## src/rtl/uart_pkg.sv

```systemverilog
// Shared types and constants for the UART transmit feeder.
// Optional build macro used by this slice: UART_TX_FIFO_LEVEL_EN.
package uart_pkg;

    localparam int UART_DW = 8;

    typedef enum logic [1:0] {
        IDLE    = 2'd0,
        SEND    = 2'd1,
        RELEASE = 2'd2
    } tx_state_e;

endpackage

```

## src/rtl/uart_sync_fifo.sv

```systemverilog
// Single-clock byte FIFO with registered occupancy count.
// The count port exists only when UART_TX_FIFO_LEVEL_EN is defined.
module uart_sync_fifo
    import uart_pkg::*;
#(
    parameter int ADDR_W = 4
) (
    input  logic               CLK,
    input  logic               RST,
    input  logic               wr_en,
    input  logic [UART_DW-1:0] wr_data,
    input  logic               rd_en,
    output logic [UART_DW-1:0] rd_data,
    output logic               full,
    output logic               empty
`ifdef UART_TX_FIFO_LEVEL_EN
    ,
    output logic [ADDR_W:0]    count
`endif
);

    localparam logic [ADDR_W:0] DEPTH = {1'b1, {ADDR_W{1'b0}}};

    logic [UART_DW-1:0] mem_q [2**ADDR_W];
    logic [ADDR_W-1:0]  wr_ptr_q, wr_ptr_d;
    logic [ADDR_W-1:0]  rd_ptr_q, rd_ptr_d;
    logic [ADDR_W:0]    count_q, count_d;
    logic               wr_ok;
    logic               rd_ok;

    // Both flags come from the count registered at cycle start, so a pop in
    // the same cycle never frees a slot for a write.
    assign full    = (count_q == DEPTH);
    assign empty   = (count_q == '0);
    assign wr_ok   = wr_en && !full;
    assign rd_ok   = rd_en && !empty;
    assign rd_data = mem_q[rd_ptr_q];

    always_comb begin
        wr_ptr_d = wr_ptr_q;
        rd_ptr_d = rd_ptr_q;
        count_d  = count_q;
        if (wr_ok) begin
            wr_ptr_d = wr_ptr_q + 1'b1;
        end
        if (rd_ok) begin
            rd_ptr_d = rd_ptr_q + 1'b1;
        end
        case ({wr_ok, rd_ok})
            2'b10:   count_d = count_q + 1'b1;
            2'b01:   count_d = count_q - 1'b1;
            default: count_d = count_q;
        endcase
    end

    always_ff @(posedge CLK) begin
        if (RST) begin
            wr_ptr_q <= '0;
            rd_ptr_q <= '0;
            count_q  <= '0;
        end else begin
            wr_ptr_q <= wr_ptr_d;
            rd_ptr_q <= rd_ptr_d;
            count_q  <= count_d;
        end
    end

    // Storage is not reset; the pointers alone define what is valid.
    always_ff @(posedge CLK) begin
        if (wr_ok) begin
            mem_q[wr_ptr_q] <= wr_data;
        end
    end

`ifdef UART_TX_FIFO_LEVEL_EN
    assign count = count_q;
`endif

endmodule

```

## src/rtl/uart_tx_fifo_ctrl.sv

```systemverilog
// FIFO-buffered feeder that hands bytes one at a time to the UART transmit stage.
// Define UART_TX_FIFO_LEVEL_EN to export Fifo_Level and a sticky Ovf_Flag.
module uart_tx_fifo_ctrl
    import uart_pkg::*;
#(
    parameter int ADDR_W = 4
) (
    input  logic               CLK,
    input  logic               RST,
    input  logic               Wr_En,
    input  logic [UART_DW-1:0] Wr_Data,
    output logic               Full,
    output logic               Empty,
    output logic               Tx_En_Sig,
    output logic [UART_DW-1:0] Tx_Data,
    input  logic               Tx_Done_Sig,
    output logic               Busy
`ifdef UART_TX_FIFO_LEVEL_EN
    ,
    output logic [ADDR_W:0]    Fifo_Level,
    output logic               Ovf_Flag
`endif
);

    tx_state_e          state_q, state_d;
    logic [UART_DW-1:0] data_q, data_d;
    logic               en_q, en_d;
    logic               pop;
    logic [UART_DW-1:0] head;
    logic               fifo_full;
    logic               fifo_empty;

    uart_sync_fifo #(
        .ADDR_W (ADDR_W)
    ) u_fifo (
        .CLK     (CLK),
        .RST     (RST),
        .wr_en   (Wr_En),
        .wr_data (Wr_Data),
        .rd_en   (pop),
        .rd_data (head),
        .full    (fifo_full),
        .empty   (fifo_empty)
`ifdef UART_TX_FIFO_LEVEL_EN
        ,
        .count   (Fifo_Level)
`endif
    );

    always_comb begin
        state_d = state_q;
        data_d  = data_q;
        pop     = 1'b0;
        case (state_q)
            IDLE: begin
                if (!fifo_empty) begin
                    data_d  = head;
                    pop     = 1'b1;
                    state_d = SEND;
                end
            end
            SEND: begin
                if (Tx_Done_Sig) begin
                    state_d = RELEASE;
                end
            end
            RELEASE: begin
                // One cycle with enable still high lets the transmit stage
                // clear its done flag before the next byte is presented.
                if (!fifo_empty) begin
                    data_d  = head;
                    pop     = 1'b1;
                    state_d = SEND;
                end else begin
                    state_d = IDLE;
                end
            end
            default: begin
                state_d = IDLE;
            end
        endcase
        en_d = (state_d != IDLE);
    end

    always_ff @(posedge CLK) begin
        if (RST) begin
            state_q <= IDLE;
            data_q  <= '0;
            en_q    <= 1'b0;
        end else begin
            state_q <= state_d;
            data_q  <= data_d;
            en_q    <= en_d;
        end
    end

`ifdef UART_TX_FIFO_LEVEL_EN
    logic ovf_q;

    always_ff @(posedge CLK) begin
        if (RST) begin
            ovf_q <= 1'b0;
        end else if (Wr_En && fifo_full) begin
            ovf_q <= 1'b1;
        end
    end

    assign Ovf_Flag = ovf_q;
`endif

    assign Full      = fifo_full;
    assign Empty     = fifo_empty;
    assign Tx_En_Sig = en_q;
    assign Tx_Data   = data_q;
    assign Busy      = (state_q != IDLE);

endmodule
```

## config.mk

```make
export PLATFORM = sky130hd
export DESIGN_NAME = uart_tx_fifo_ctrl
export DESIGN_NICKNAME = d
export VERILOG_FILES = /design/src/rtl/uart_pkg.sv /design/src/rtl/uart_sync_fifo.sv /design/src/rtl/uart_tx_fifo_ctrl.sv
export SDC_FILE = /design/constraint.sdc
export NUM_CORES = 1
export LEC_CHECK = 0
export CAP_MARGIN = 0
export CORE_AREA = 5 5 118 120
export DETAILED_ROUTE_END_ITERATION = 8
export DIE_AREA = 0 0 123 125
export DONT_BUFFER_PORTS = 1
export GPL_TIMING_DRIVEN = 0
export PLACE_DENSITY = 0.73
export SLEW_MARGIN = 20
export SYNTH_ARGS = -nofsm -noshare
export SYNTH_HDL_FRONTEND = slang
export SYNTH_SLANG_ARGS = --single-unit
```

## constraint.sdc

```tcl
create_clock -name CLK -period 4.03 [get_ports CLK]
set_clock_uncertainty 0.05 [all_clocks]
set_input_delay 1.209 -clock CLK [delete_from_list [all_inputs] [get_ports CLK]]
set_output_delay 1.209 -clock CLK [all_outputs]
set_load 0.02 [all_outputs]
```

# After elaboration in Yosys (flattened, before gate mapping)
# Memories as Yosys holds them, arrays and structs flattened. A register that Yosys moved wholly into a read port is not among the register bits.
# Cells that the tools add are included.
totals:
  register_bits: 16
  latch_bits: 0
  ramBits: 128
  rom_bits: 0
  n_memories: 1
memory_table:
  columns: ["name", "depth", "word_bits", "rd", "rd_ports_with_merged_regs", "wr", "line_no", "source"]
  rows:
  - ["u_fifo.mem_q", 16, 8, 1, 1, 1, "uart_sync_fifo.sv:24", "logic [UART_DW-1:0] mem_q [2**ADDR_W];"]
op_classes:
  n_addsub: 4
  multipliers: 0
  n_div: 0
  order_cmp: 0
  eq_ne: 5
  shift: 0
  mux: 9
  n_bitwise: 1
  reduce_logical: 11
ops:
  columns: ["cell", "count"]
  rows:
  - ["$pmux W5 S2", 1]
  - ["$add A4 B1 Y4 const B", 2]
  - ["$pmux W2 S3", 1]
  - ["$reduce_bool A2 Y1", 3]
  - ["$add A5 B1 Y5 const B", 1]
  - ["$eq A5 B5 Y1 const B", 1]
  - ["$logic_not A5 Y1", 1]
  - ["$mux W1", 5]
  - ["$sub A5 B1 Y5 const B", 1]
  - ["$eq A2 B1 Y1 const B", 2]
  - ["$eq A2 B2 Y1 const B", 2]
  - ["$mux W2", 2]
  - ["$logic_and A1 B1 Y1", 2]
  - ["$logic_not A1 Y1", 2]
  - ["$logic_not A2 Y1", 1]
  - ["$reduce_and A2 Y1", 1]
  - ["$reduce_or A2 Y1", 1]
  - ["$not A1 Y1", 1]

# Depth between registers and ports, before layout
# Gate-level depths: netlist of the first run.
depth:
  ltp_word: 6
  ltp_mapped: 11

# Modules after synthesis
# Synthesis of the first run repeated with hierarchy kept, for this count alone.
unflattened:
  cells_unflattened: 376
  hier_area_um2: 6329.8
modules_own_cells:
  columns: ["mod", "n_inst", "cells_each", "area_per_inst_um2", "seq_area_each_um2"]
  rows:
  - ["uart_sync_fifo", 1, 330, 5891.9, 4184.0]
  - ["uart_tx_fifo_ctrl", 1, 46, 437.9, 220.2]

# Worst setup path before layout of the first run
# Ideal clock, no wire load.
synth_timing:
  path_type: "input to register"
  startpoint: "input Wr_En"
  endpoint: "register u_fifo.count_q[4]"
  setup_time_ps: 121
  arrival_time_ps: 3161
  t_required_ps: 3859
  path_slack_ps: 698
  path_stages: 8
  cell_sequence: "a21boi_1 inv_1 ha_1 fa_1 a21o_1 a21oi_1 mux2i_1 mux2_2"
synth_via:
  elab_chain_len: 3
synth_rtl:
  columns: ["item", "line_no", "source"]
  rows:
  - ["start, declared", "uart_tx_fifo_ctrl.sv:10", "input logic Wr_En,"]
  - ["$logic_and A1 B1 Y1 (*)", "uart_sync_fifo.sv:35", "assign wr_ok = wr_en && !full;"]
  - ["$eq A2 B1 Y1 / $eq A2 B2 Y1 (equally long branches)", "uart_sync_fifo.sv:49", "case ({wr_ok, rd_ok})"]
  - ["$pmux W5 S2 / $reduce_bool A2 Y1 (equally long branches)", null, null]
  - ["end signal, assigned", "uart_sync_fifo.sv:64", "count_q <= count_d;"]
  - ["end, declared", "uart_sync_fifo.sv:27", "logic [ADDR_W:0] count_q, count_d;"]
# Every way passes the cells marked *; elsewhere a longest branch is shown, timed or not.
# A chain may end at the register's enable or synchronous reset.

# Worst setup path after layout of the first run
layout_timing:
  startpoint: "register u_fifo.count_q[0]"
  endpoint: "register u_fifo.count_q[4]"
layout_via:
  elab_chain_len: 6
layout_rtl:
  columns: ["item", "line_no", "source"]
  rows:
  - ["$logic_not A5 Y1 (*)", "uart_sync_fifo.sv:34", "assign empty = (count_q == '0);"]
  - ["net Empty", "uart_tx_fifo_ctrl.sv:13", "output logic Empty,"]
  - ["$mux W1 (*)", "uart_tx_fifo_ctrl.sv:56, uart_tx_fifo_ctrl.sv:70", null]
  - ["$mux W1 (*)", null, null]
  - ["net pop", "uart_tx_fifo_ctrl.sv:28", "logic pop;"]
  - ["$logic_and A1 B1 Y1 (*)", "uart_sync_fifo.sv:36", "assign rd_ok = rd_en && !empty;"]
  - ["$eq A2 B1 Y1 / $eq A2 B2 Y1 (equally long branches)", "uart_sync_fifo.sv:49", null]
  - ["$pmux W5 S2 / $reduce_bool A2 Y1 (equally long branches)", null, null]
# The timed path passes the listed nets; every way through them passes the cells marked *.

==> flow_metrics.py, run 1 <==
metrics = {
    "place": {
        "gp_congestion": 0.838,
        "place_hpwl_mm": 7.76,
        "pre_cts_ws_ns": 0.406,
        "portBuffers": 0,
    },
    "clock_tree": {
        "cts.sinks": 152,
        "htreeDepth": 4,
        "cts_tree": "done",
        "clock_latency_ns": 0.42,
        "hold_buffers": 0,
        "clk_path_buf_depth": 2,
        "root_buffer": "clkbuf_16",
        "numCtsBuffers": 17,
        "cts_resized": 0,
        "postCtsSetupRepairBufs": 0,
        "clkSlewWorstSetupHoldPaths_ns": 0.06,
    },
    "worst_setup_path": {
        "r2r.worst_path.cells": 11,
        "worstSetupEndpointType": "flip-flop",
        "crit_fanout": 10,
        "slowest_delay_ns": 0.60,
        "r2r-end": "u_fifo.count_q[4]",
        "critical_path_class": "reg2reg",
        "path_cells": "or4_4 > nor2_4 > or2_4 > inv_4 > buf_8 > ha_1 > fa_1 > a21o_1 > a21oi_1 > mux2i_1 > mux2_2",
        "cpLargestDelayFamily": "simple AND/OR/NAND/NOR gates",
        "startpoint_type": "flip-flop",
        "cp.required_ns": 4.28,
        "cp_num_buf_inv": 2,
        "crit_path_top_delay_cell": "or4_4",
        "cp.arrival_ns": 3.63,
        "r2r_setup_slack_ns": 0.65,
        "reg2reg_from": "u_fifo.count_q[0]",
    },
    "finish": {
        "layout_commonest_cell": "edfxtp_1",
        "layout_common_cells": "edfxtp_1 (128), nor2_1 (44), mux2i_1 (36)",
        "num_antenna_cells": 0,
        "fillers": 983,
        "area_growth_pct": 12.9,
        "finalNetCount": 408,
        "final_util": 0.542,
        "drive_gt1_frac": 0.150,
        "seq_area_um2": 4320,
        "multi_input_area_um2": 1730,
    },
    "detailed_routing": {
        "via_count": 3204,
        "wl_per_cell_um": 20.4,
        "drt_iter0_drc": 323,
        "ant_nets": 0,
        "via_per_inst": 5.57,
        "remaining_drc_errors": 0,
        "wirelength_mm": 11.7,
        "drt_pass1_iterations": 5,
    },
    "yosys": {
        "syn_nets": 389,
        "synth_area_leaders": "edfxtp_1 (62%), dfxtp_1 (7.8%), mux4_1 (6.8%), mux2i_1 (5.8%), nor2_1 (2.7%)",
        "ys_ff_latch": 152,
        "async_flop_share": 0,
        "synth_edf_count": 128,
        "syn_inst": 367,
        "synth_area_um2": 6190,
        "yosys.area.top_type": "edfxtp_1",
        "avgSynthCellArea_um2": 16.9,
        "ys_seq_area_frac": 0.699,
        "ys_types": 43,
        "yosys_most_used_dff": "edfxtp_1",
        "ys.warnings.count": 0,
        "yosysTopAreaCellShare": 0.621,
    },
    "hold_path": {
        "whs_endpoint": "u_fifo.count_q[3]",
        "hp-start": "u_fifo.count_q[3]",
        "hold_path_class": "reg2reg",
        "holdPathStages": 2,
    },
    "run": {
        "cap_violations": 0,
    },
    "sta": {
        "fin_crit_ns": 3.38,
        "timing.final.crit_share": 0.838,
        "setup_viol": 0,
        "rsz0062_at_grt": "false",
        "timing.hold.ws_ns": 0.483,
        "tightest_slew_ns": 0.829,
        "tns_ns": 0,
        "finalMaxSlewViolations": 0,
        "fmax_mhz": 296,
        "max_slew_margin": 0.445,
        "hold_viol": 0,
        "fin_ws_ns": 0.655,
    },
    "power_and_ir_drop": {
        "p_switching_mw": 1.28,
        "pwr-share-seq": 0.444,
        "p_sw_frac": 0.296,
        "p_leak_nw": 2.26,
        "total_power_mw": 4.34,
        "power_density_nw_per_um2": 621,
        "peakVddDrop_mv": 0.340,
        "power.internal_mw": 3.06,
        "pwr-share-clk": 0.339,
        "combPwrFrac": 0.217,
    },
    "die": {
        "dieHeight_um": 125,
        "core_area_um2": 12900,
        "dieWidth_um": 123,
        "ios": 24,
        "fp-row-count": 42,
        "initial_utilization": 0.481,
        "dieArea_um2": 15400,
    },
    "global_route": {
        "antenna_found_initial": 0,
        "grt_pass1_wl_mm": 18.5,
        "overflow": 0,
        "grt_pass1_vias": 3183,
        "grt_use_total": 0.164,
        "grt_max_degree": 17,
    },
    "run_status": {
        "status": "finished clean",
    },
}
worst max path at each step:
stage / from / end / cells after the start
floorplan: Wr_En / u_fifo.count_q[4] / 8
global placement: Wr_En / u_fifo.count_q[4] / 8
detailed placement: Wr_En / u_fifo.count_q[4] / 8
CTS: u_fifo.count_q[0] / u_fifo.count_q[4] / 11
global route: u_fifo.count_q[0] / u_fifo.count_q[4] / 11
finish: u_fifo.count_q[0] / u_fifo.count_q[4] / 11
cell families (layout without fill, tap and decap cells):
logic type / count (synthesis) / after routing / share of synthesized area
DFF: 152 / 152 / 0.699
buffers and inverters: 26 / 58 / 0.0245
and+or+nand+nor: 72 / 72 / 0.0552
AOI/OAI and AO/OA: 45 / 45 / 0.0593
xor gates and xnor gates: 9 / 9 / 0.0127
adders and majority gates: 10 / 10 / 0.0214
muxes: 53 / 53 / 0.128
through the flow:
stage          cells  cell area, µm²
2_1_floorplan    367            6190
3_3_place_gp     543            6410
3_5_place_dp     543            6420
4_1_cts          575            6970
5_1_grt          575            6980
6_report         575            6980
layer usage:
metal  wire (µm)  global-route usage  up-vias
li1            -                   -     1482
met1        5020               0.220     1609
met2        5690               0.252       98
met3         824              0.0578       15
met4         193              0.0515        0
met5           0                   0        -
registers in the layout, summed over array words and instances, names as in the netlist:
signal           flops
u_fifo.count_q       5
u_fifo.rd_ptr_q      4
Tx_Data              8
u_fifo.wr_ptr_q      4
state_q              2
Tx_En_Sig            1
u_fifo.mem_q       128
synth_stat cells, types with 2 or more instances:
| master | count |
|---|---|
| nand3_1 | 2 |
| clkdlybuf4s25_2 | 2 |
| mux2i_1 | 36 |
| xnor2_1 | 5 |
| o22ai_1 | 16 |
| nand2b_1 | 3 |
| a22oi_1 | 8 |
| inv_1 | 5 |
| mux4_1 | 16 |
| nor2b_1 | 3 |
| nand2_1 | 4 |
| nor2_1 | 44 |
| o211ai_1 | 2 |
| clkbuf_8 | 2 |
| xor2_1 | 4 |
| nor3_1 | 4 |
| buf_2 | 6 |
| a21oi_1 | 5 |
| a311oi_2 | 8 |
| dfxtp_1 | 24 |
| edfxtp_1 | 128 |
| ha_1 | 9 |
| clkbuf_1 | 8 |
| a211oi_1 | 2 |
| or2_2 | 2 |
| nand3b_1 | 2 |
cell type report:
cell class | instances | share of cell area
Multi-Input combinational cell | 189 | 0.248
Tap cell | 176 | 0.0315
Buffer | 20 | 0.0181
Clock inverter | 13 | 0.0176
Sequential cell | 152 | 0.619
Inverter | 6 | 0.00358
Clock buffer | 19 | 0.0620
power by group through the flow:
stage | registers [mW] | logic (mW) | clock network, mW
6_report | 1.93 | 0.942 | 1.47
5_1_grt | 1.94 | 1.02 | 1.56
4_1_cts | 1.93 | 0.945 | 1.49
3_5_place_dp | 1.96 | 0.934 | 0
3_3_place_gp | 1.96 | 0.907 | 0
2_1_floorplan | 1.93 | 0.737 | 0
tightest hold or removal path, delay by kind of cell (launching register included):
| family | cells | cell delay, ns |
|---|---|---|
| DFF | 1 | 0.34 |
| AOI/OAI and AO/OA | 1 | 0.06 |
| and+or+nand+nor | 1 | 0.09 |
Power figures use the tool's default switching activity.
==> inputs of run 2 (changes only) <==
- clock period: 4.03 -> 3.2 ns (I/O delays scaled with it)
==> run 2 against run 1 <==
Net effect:
- clock power is 26% higher
- die area stayed put
- sequential cell count stayed put
- via count hardly changed
- non-clock buffer count is 1 higher
- clock-buffer cell count stayed put
- combinational power is 25% higher
- critical endpoint unchanged
==> flow_metrics.py, run 2 (synthesized netlist as in run 1, its figures left out) <==
metrics = {
    "detailed_routing": {
        "via_count": 3206,
        "wl_per_cell_um": 20.4,
        "drt_iter0_drc": 338,
        "drt_pass1_iterations": 4,
        "ant_nets": 0,
        "via_per_inst": 5.57,
        "wirelength_mm": 11.7,
        "remaining_drc_errors": 0,
    },
    "worst_setup_path": {
        "crit_fanout": 6,
        "critical_path_class": "reg2reg",
        "startpoint_type": "flip-flop",
        "cp.arrival_ns": 3.26,
        "worstSetupEndpointType": "flip-flop",
        "cp.required_ns": 3.45,
    },
    "clock_tree": {
        "root_buffer": "clkbuf_16",
        "clkSlewWorstSetupHoldPaths_ns": 0.06,
        "htreeDepth": 4,
        "cts.sinks": 152,
        "cts_tree": "done",
        "clock_latency_ns": 0.42,
        "hold_buffers": 0,
        "numCtsBuffers": 17,
        "clk_path_buf_depth": 2,
    },
    "power_and_ir_drop": {
        "total_power_mw": 5.46,
        "p_leak_nw": 2.26,
        "power_density_nw_per_um2": 780,
        "peakVddDrop_mv": 0.432,
    },
    "sta": {
        "tightest_slew_ns": 0.859,
        "fin_crit_ns": 3.01,
        "tns_ns": 0,
        "timing.final.crit_share": 0.940,
        "rsz0062_at_grt": "false",
        "hold_viol": 0,
        "fmax_mhz": 332,
        "setup_viol": 0,
        "finalMaxSlewViolations": 0,
        "max_slew_margin": 0.425,
    },
    "finish": {
        "fillers": 983,
        "layout_commonest_cell": "edfxtp_1",
        "fin_area_um2": 7010,
        "largest_reg_flops": 128,
        "top_register": "u_fifo.mem_q",
        "area_growth_pct": 13.2,
        "num_antenna_cells": 0,
        "drive_gt1_frac": 0.163,
        "finalNetCount": 409,
        "layout_common_cells": "edfxtp_1 (128), nor2_1 (44), mux2i_1 (36)",
    },
    "die": {
        "dieArea_um2": 15400,
        "dieWidth_um": 123,
        "core_area_um2": 12900,
        "ios": 24,
        "initial_utilization": 0.481,
        "dieHeight_um": 125,
        "fp-row-count": 42,
    },
    "place": {
        "gp_congestion": 0.838,
        "placedInstanceArea_um2": 6420,
        "portBuffers": 0,
        "place_hpwl_mm": 7.76,
    },
    "run": {
        "cap_violations": 0,
    },
    "global_route": {
        "grt_pass1_wl_mm": 18.5,
        "grt_use_total": 0.164,
        "grt_max_degree": 17,
        "overflow": 0,
        "antenna_found_initial": 0,
        "grt_pass1_vias": 3186,
    },
    "run_status": {
        "status": "finished clean",
    },
    "hold_path": {
        "hold_path_class": "reg2reg",
    },
}
-- run 2: changes by cell type in the layout (fill, tap and decap cells not counted), sizes merged --
cell and change:
buf +1
-- run 2: final cells by class --
| cell class | count | area (µm²) | area share |
|---|---|---|---|
| inverter | 6 | 25.0 | 0.00357 |
| tap | 176 | 220 | 0.0314 |
| multi-input combinational | 189 | 1750 | 0.250 |
| clock buffer | 19 | 433 | 0.0618 |
| clock inverter | 13 | 123 | 0.0175 |
| buffer | 19 | 111 | 0.0159 |
| timing repair buffer | 2 | 15.0 | 0.00214 |
| sequential | 152 | 4330 | 0.618 |
-- run 2: worst max-delay path, stage by stage (launching register included) --
cell and delay [ns]:
dfxtp_1 0.37, nor4_1 0.62, a21boi_1 0.34, inv_1 0.16
ha_4 0.18, ha_1 0.27, a21o_1 0.21, a21oi_2 0.13
mux2i_1 0.21, mux2_2 0.35
-- run 2: routing by layer --
layer,share of wire,up-vias,global-route usage
met4,0.013,0,0.0515
met2,0.48,112,0.252
met1,0.42,1601,0.220
li1,-,1483,-
met3,0.084,10,0.0578
met5,0,-,0
-- run 2: worst paths after layout --
| path | from | endpoint | slack, ns | cells past startpoint |
|---|---|---|---|---|
| max reg2reg | u_fifo.count_q[0] | u_fifo.count_q[4] | 0.19 | 9 |
| max | u_fifo.count_q[0] | u_fifo.count_q[4] | 0.19 | 9 |
| min | u_fifo.count_q[3] | u_fifo.count_q[3] | 0.49 | 2 |
| min reg2reg | u_fifo.count_q[3] | u_fifo.count_q[3] | 0.49 | 2 |
-- run 2: what timing repair did --
item	4_1_cts	5_1_grt
gates resized for setup	4	2
setup endpoints to repair	1	1
pin swaps	3	5
setup buffers	1	1
-- run 2: through the flow --
stage / setup WS, ns / std cells / utilization / hold WS (ns)
finish: 0.192 / 576 / 0.544 / 0.489
global route: 0.0134 / 576 / 0.544 / 0.519
CTS: 0.00804 / 576 / 0.543 / 0.483
detailed placement: -0.176 / 543 / 0.498 / 0.470
global placement: -0.124 / 543 / 0.498 / 0.454
floorplan: 0.0678 / 367 / - / 0.438
-- run 2: where the power goes --
group / switching (mW) / total [mW] / leakage (nW) / internal (mW)
logic: 0.694 / 1.18 / 0.647 / 0.491
clock network: 0.778 / 1.85 / 0.262 / 1.08
registers: 0.142 / 2.43 / 1.35 / 2.28
total: 1.61 / 5.46 / 2.26 / 3.85
==> inputs of run 3 (changes only) <==
- SETUP_SLACK_MARGIN: not set -> 0.2
==> run 3 against run 2 <==
Net effect:
- clock power is 9.7% higher
- sequential cell count unchanged
- critical endpoint unchanged
- final area up 2.0%
- critical path depth rose by 2
- combinational power grew 15%
- clock-buffer cell count stayed put
- largest cell class unchanged
- sequential share of layout area down 1.2 points
- sequential power about the same
- power up 6.5%
- first-iteration DRC count down 13%
==> flow_metrics.py, run 3 (synthesized netlist as in run 1, its figures left out) <==
metrics = {
    "worst_setup_path": {
        "r2r_setup_slack_ns": 0.20,
        "setup.worst_path.end": "u_fifo.count_q[4]",
        "critical_path_class": "reg2reg",
        "r2r.worst_path.cells": 11,
        "startpoint_type": "flip-flop",
        "reg2reg_from": "u_fifo.count_q[2]",
        "worst_setup_path_startpoint": "u_fifo.count_q[2]",
        "cp.required_ns": 3.46,
        "cp.arrival_ns": 3.26,
        "worstSetupEndpointType": "flip-flop",
        "r2r-end": "u_fifo.count_q[4]",
        "crit_fanout": 4,
    },
    "sta": {
        "fmax_mhz": 333,
        "tightest_slew_ns": 0.848,
        "setup_viol": 0,
        "max_slew_margin": 0.432,
        "finalMaxSlewViolations": 0,
        "fin_crit_ns": 3.00,
        "tns_ns": 0,
        "rsz0062_at_grt": "true",
        "timing.final.crit_share": 0.938,
        "hold_viol": 0,
    },
    "finish": {
        "layout_common_cells": "edfxtp_1 (128), nor2_1 (44), mux2i_1 (36)",
        "fin_area_um2": 7150,
        "layout_commonest_cell": "edfxtp_1",
        "largest_reg_flops": 128,
        "finalNetCount": 418,
        "num_antenna_cells": 0,
        "area_growth_pct": 15.5,
        "top_register": "u_fifo.mem_q",
        "drive_gt1_frac": 0.191,
    },
    "die": {
        "dieArea_um2": 15400,
        "dieWidth_um": 123,
        "core_area_um2": 12900,
        "dieHeight_um": 125,
        "fp-row-count": 42,
        "initial_utilization": 0.481,
        "ios": 24,
    },
    "detailed_routing": {
        "via_count": 3267,
        "drt_iter0_drc": 294,
        "wl_per_cell_um": 21.3,
        "drt_pass1_iterations": 4,
        "wirelength_mm": 12.5,
        "ant_nets": 0,
        "remaining_drc_errors": 0,
        "via_per_inst": 5.58,
    },
    "power_and_ir_drop": {
        "pwr-share-clk": 0.349,
        "power_density_nw_per_um2": 814,
        "p_switching_mw": 1.70,
        "pwr-share-seq": 0.417,
        "power.internal_mw": 4.12,
        "peakVddDrop_mv": 0.426,
        "p_leak_nw": 2.34,
        "combPwrFrac": 0.234,
        "p_sw_frac": 0.292,
    },
    "global_route": {
        "grt_pass1_vias": 3390,
        "antenna_found_initial": 0,
        "grt_use_total": 0.174,
        "grt_max_degree": 17,
        "grt_pass1_wl_mm": 19.6,
        "overflow": 0,
    },
    "clock_tree": {
        "clk_path_buf_depth": 2,
        "numCtsBuffers": 17,
        "cts.sinks": 152,
        "root_buffer": "clkbuf_16",
        "clock_latency_ns": 0.42,
        "htreeDepth": 4,
        "clkSlewWorstSetupHoldPaths_ns": 0.06,
        "hold_buffers": 0,
        "cts_tree": "done",
    },
    "hold_path": {
        "hold_path_class": "reg2reg",
    },
    "run": {
        "cap_violations": 0,
    },
    "run_status": {
        "status": "finished clean",
    },
    "place": {
        "placedInstanceArea_um2": 6450,
        "portBuffers": 0,
        "place_hpwl_mm": 8.05,
        "gp_congestion": 0.810,
    },
}
-- run 3: cell types whose count changed in the layout (fill, tap and decap cells not counted), moves of 2 or more --
| cell | previous run | this run |
|---|---|---|
| dfxtp_1 | 23 | 21 |
| bufinv_16 | 1 | 3 |
| dfxtp_2 | 0 | 3 |
| buf_4 | 2 | 10 |
| clkinv_4 | 4 | 2 |
-- run 3: worst min-delay path by stage --
| stage | startpoint | endpoint | slack [ns] | cells after the start |
|---|---|---|---|---|
| after floorplan | u_fifo.count_q[3] | u_fifo.count_q[3] | 0.44 | 2 |
| after global placement | u_fifo.count_q[3] | u_fifo.count_q[3] | 0.45 | 2 |
| after detailed placement | u_fifo.count_q[3] | u_fifo.count_q[3] | 0.49 | 2 |
| after CTS | state_q[1] | state_q[1] | 0.52 | 2 |
| after global routing | u_fifo.count_q[1] | u_fifo.count_q[1] | 0.55 | 2 |
| final | state_q[0] | state_q[1] | 0.52 | 2 |
-- run 3: critical path, stage by stage (launching register included) --
cell and delay, ns:
dfxtp_2 0.32, or4_4 0.55, nor2_4 0.22, or2_4 0.20, inv_8 0.04, buf_12 0.11, ha_4 0.16, fa_2 0.35
a21o_1 0.20, a21oi_2 0.13, mux2i_1 0.21, mux2_2 0.34
-- run 3: per-layer routing --
| layer | GRT usage | vias up | share of wire |
|---|---|---|---|
| met2 | 0.262 | 88 | 0.49 |
| met3 | 0.0488 | 17 | 0.056 |
| met5 | 0 | - | 0 |
| li1 | - | 1498 | - |
| met1 | 0.237 | 1664 | 0.43 |
| met4 | 0.0743 | 0 | 0.022 |
-- run 3: timing repair --
item,in CTS,in global routing
setup endpoints to repair,1,2
setup buffers,9,1
pin swaps,7,4
gates cloned,0,0
resized for setup,6,2
-- run 3: power by group through the flow --
stage | sequential (mW) | combinational (mW) | clock, mW
final | 2.43 | 1.36 | 2.03
after detailed placement | 2.47 | 1.21 | 0
after CTS | 2.43 | 1.34 | 2.05
after floorplan | 2.44 | 0.951 | 0
after global routing | 2.45 | 1.48 | 2.13
after global placement | 2.46 | 1.17 | 0
-- run 3: metrics by stage --
step	util	hold slack, ns	worst slack, ns	cells	power, mW
6_report	0.555	0.518	0.199	585	5.82
2_1_floorplan	-	0.439	0.214	367	3.39
4_1_cts	0.554	0.515	0.201	584	5.81
3_3_place_gp	0.499	0.452	0.0436	543	3.63
3_5_place_dp	0.501	0.490	0.0340	543	3.68
5_1_grt	0.555	0.550	0.109	585	6.06
-- run 3: final cells by class --
class                           count  area (µm²)
Inverter                            6        30.0
Clock buffer                       19         433
Sequential cell                   152        4330
Timing Repair Buffer               10        75.1
Tap cell                          176         220
Buffer                             20         131
Multi-Input combinational cell    189        1760
Clock inverter                     13         169
Fill cell                         976        5730
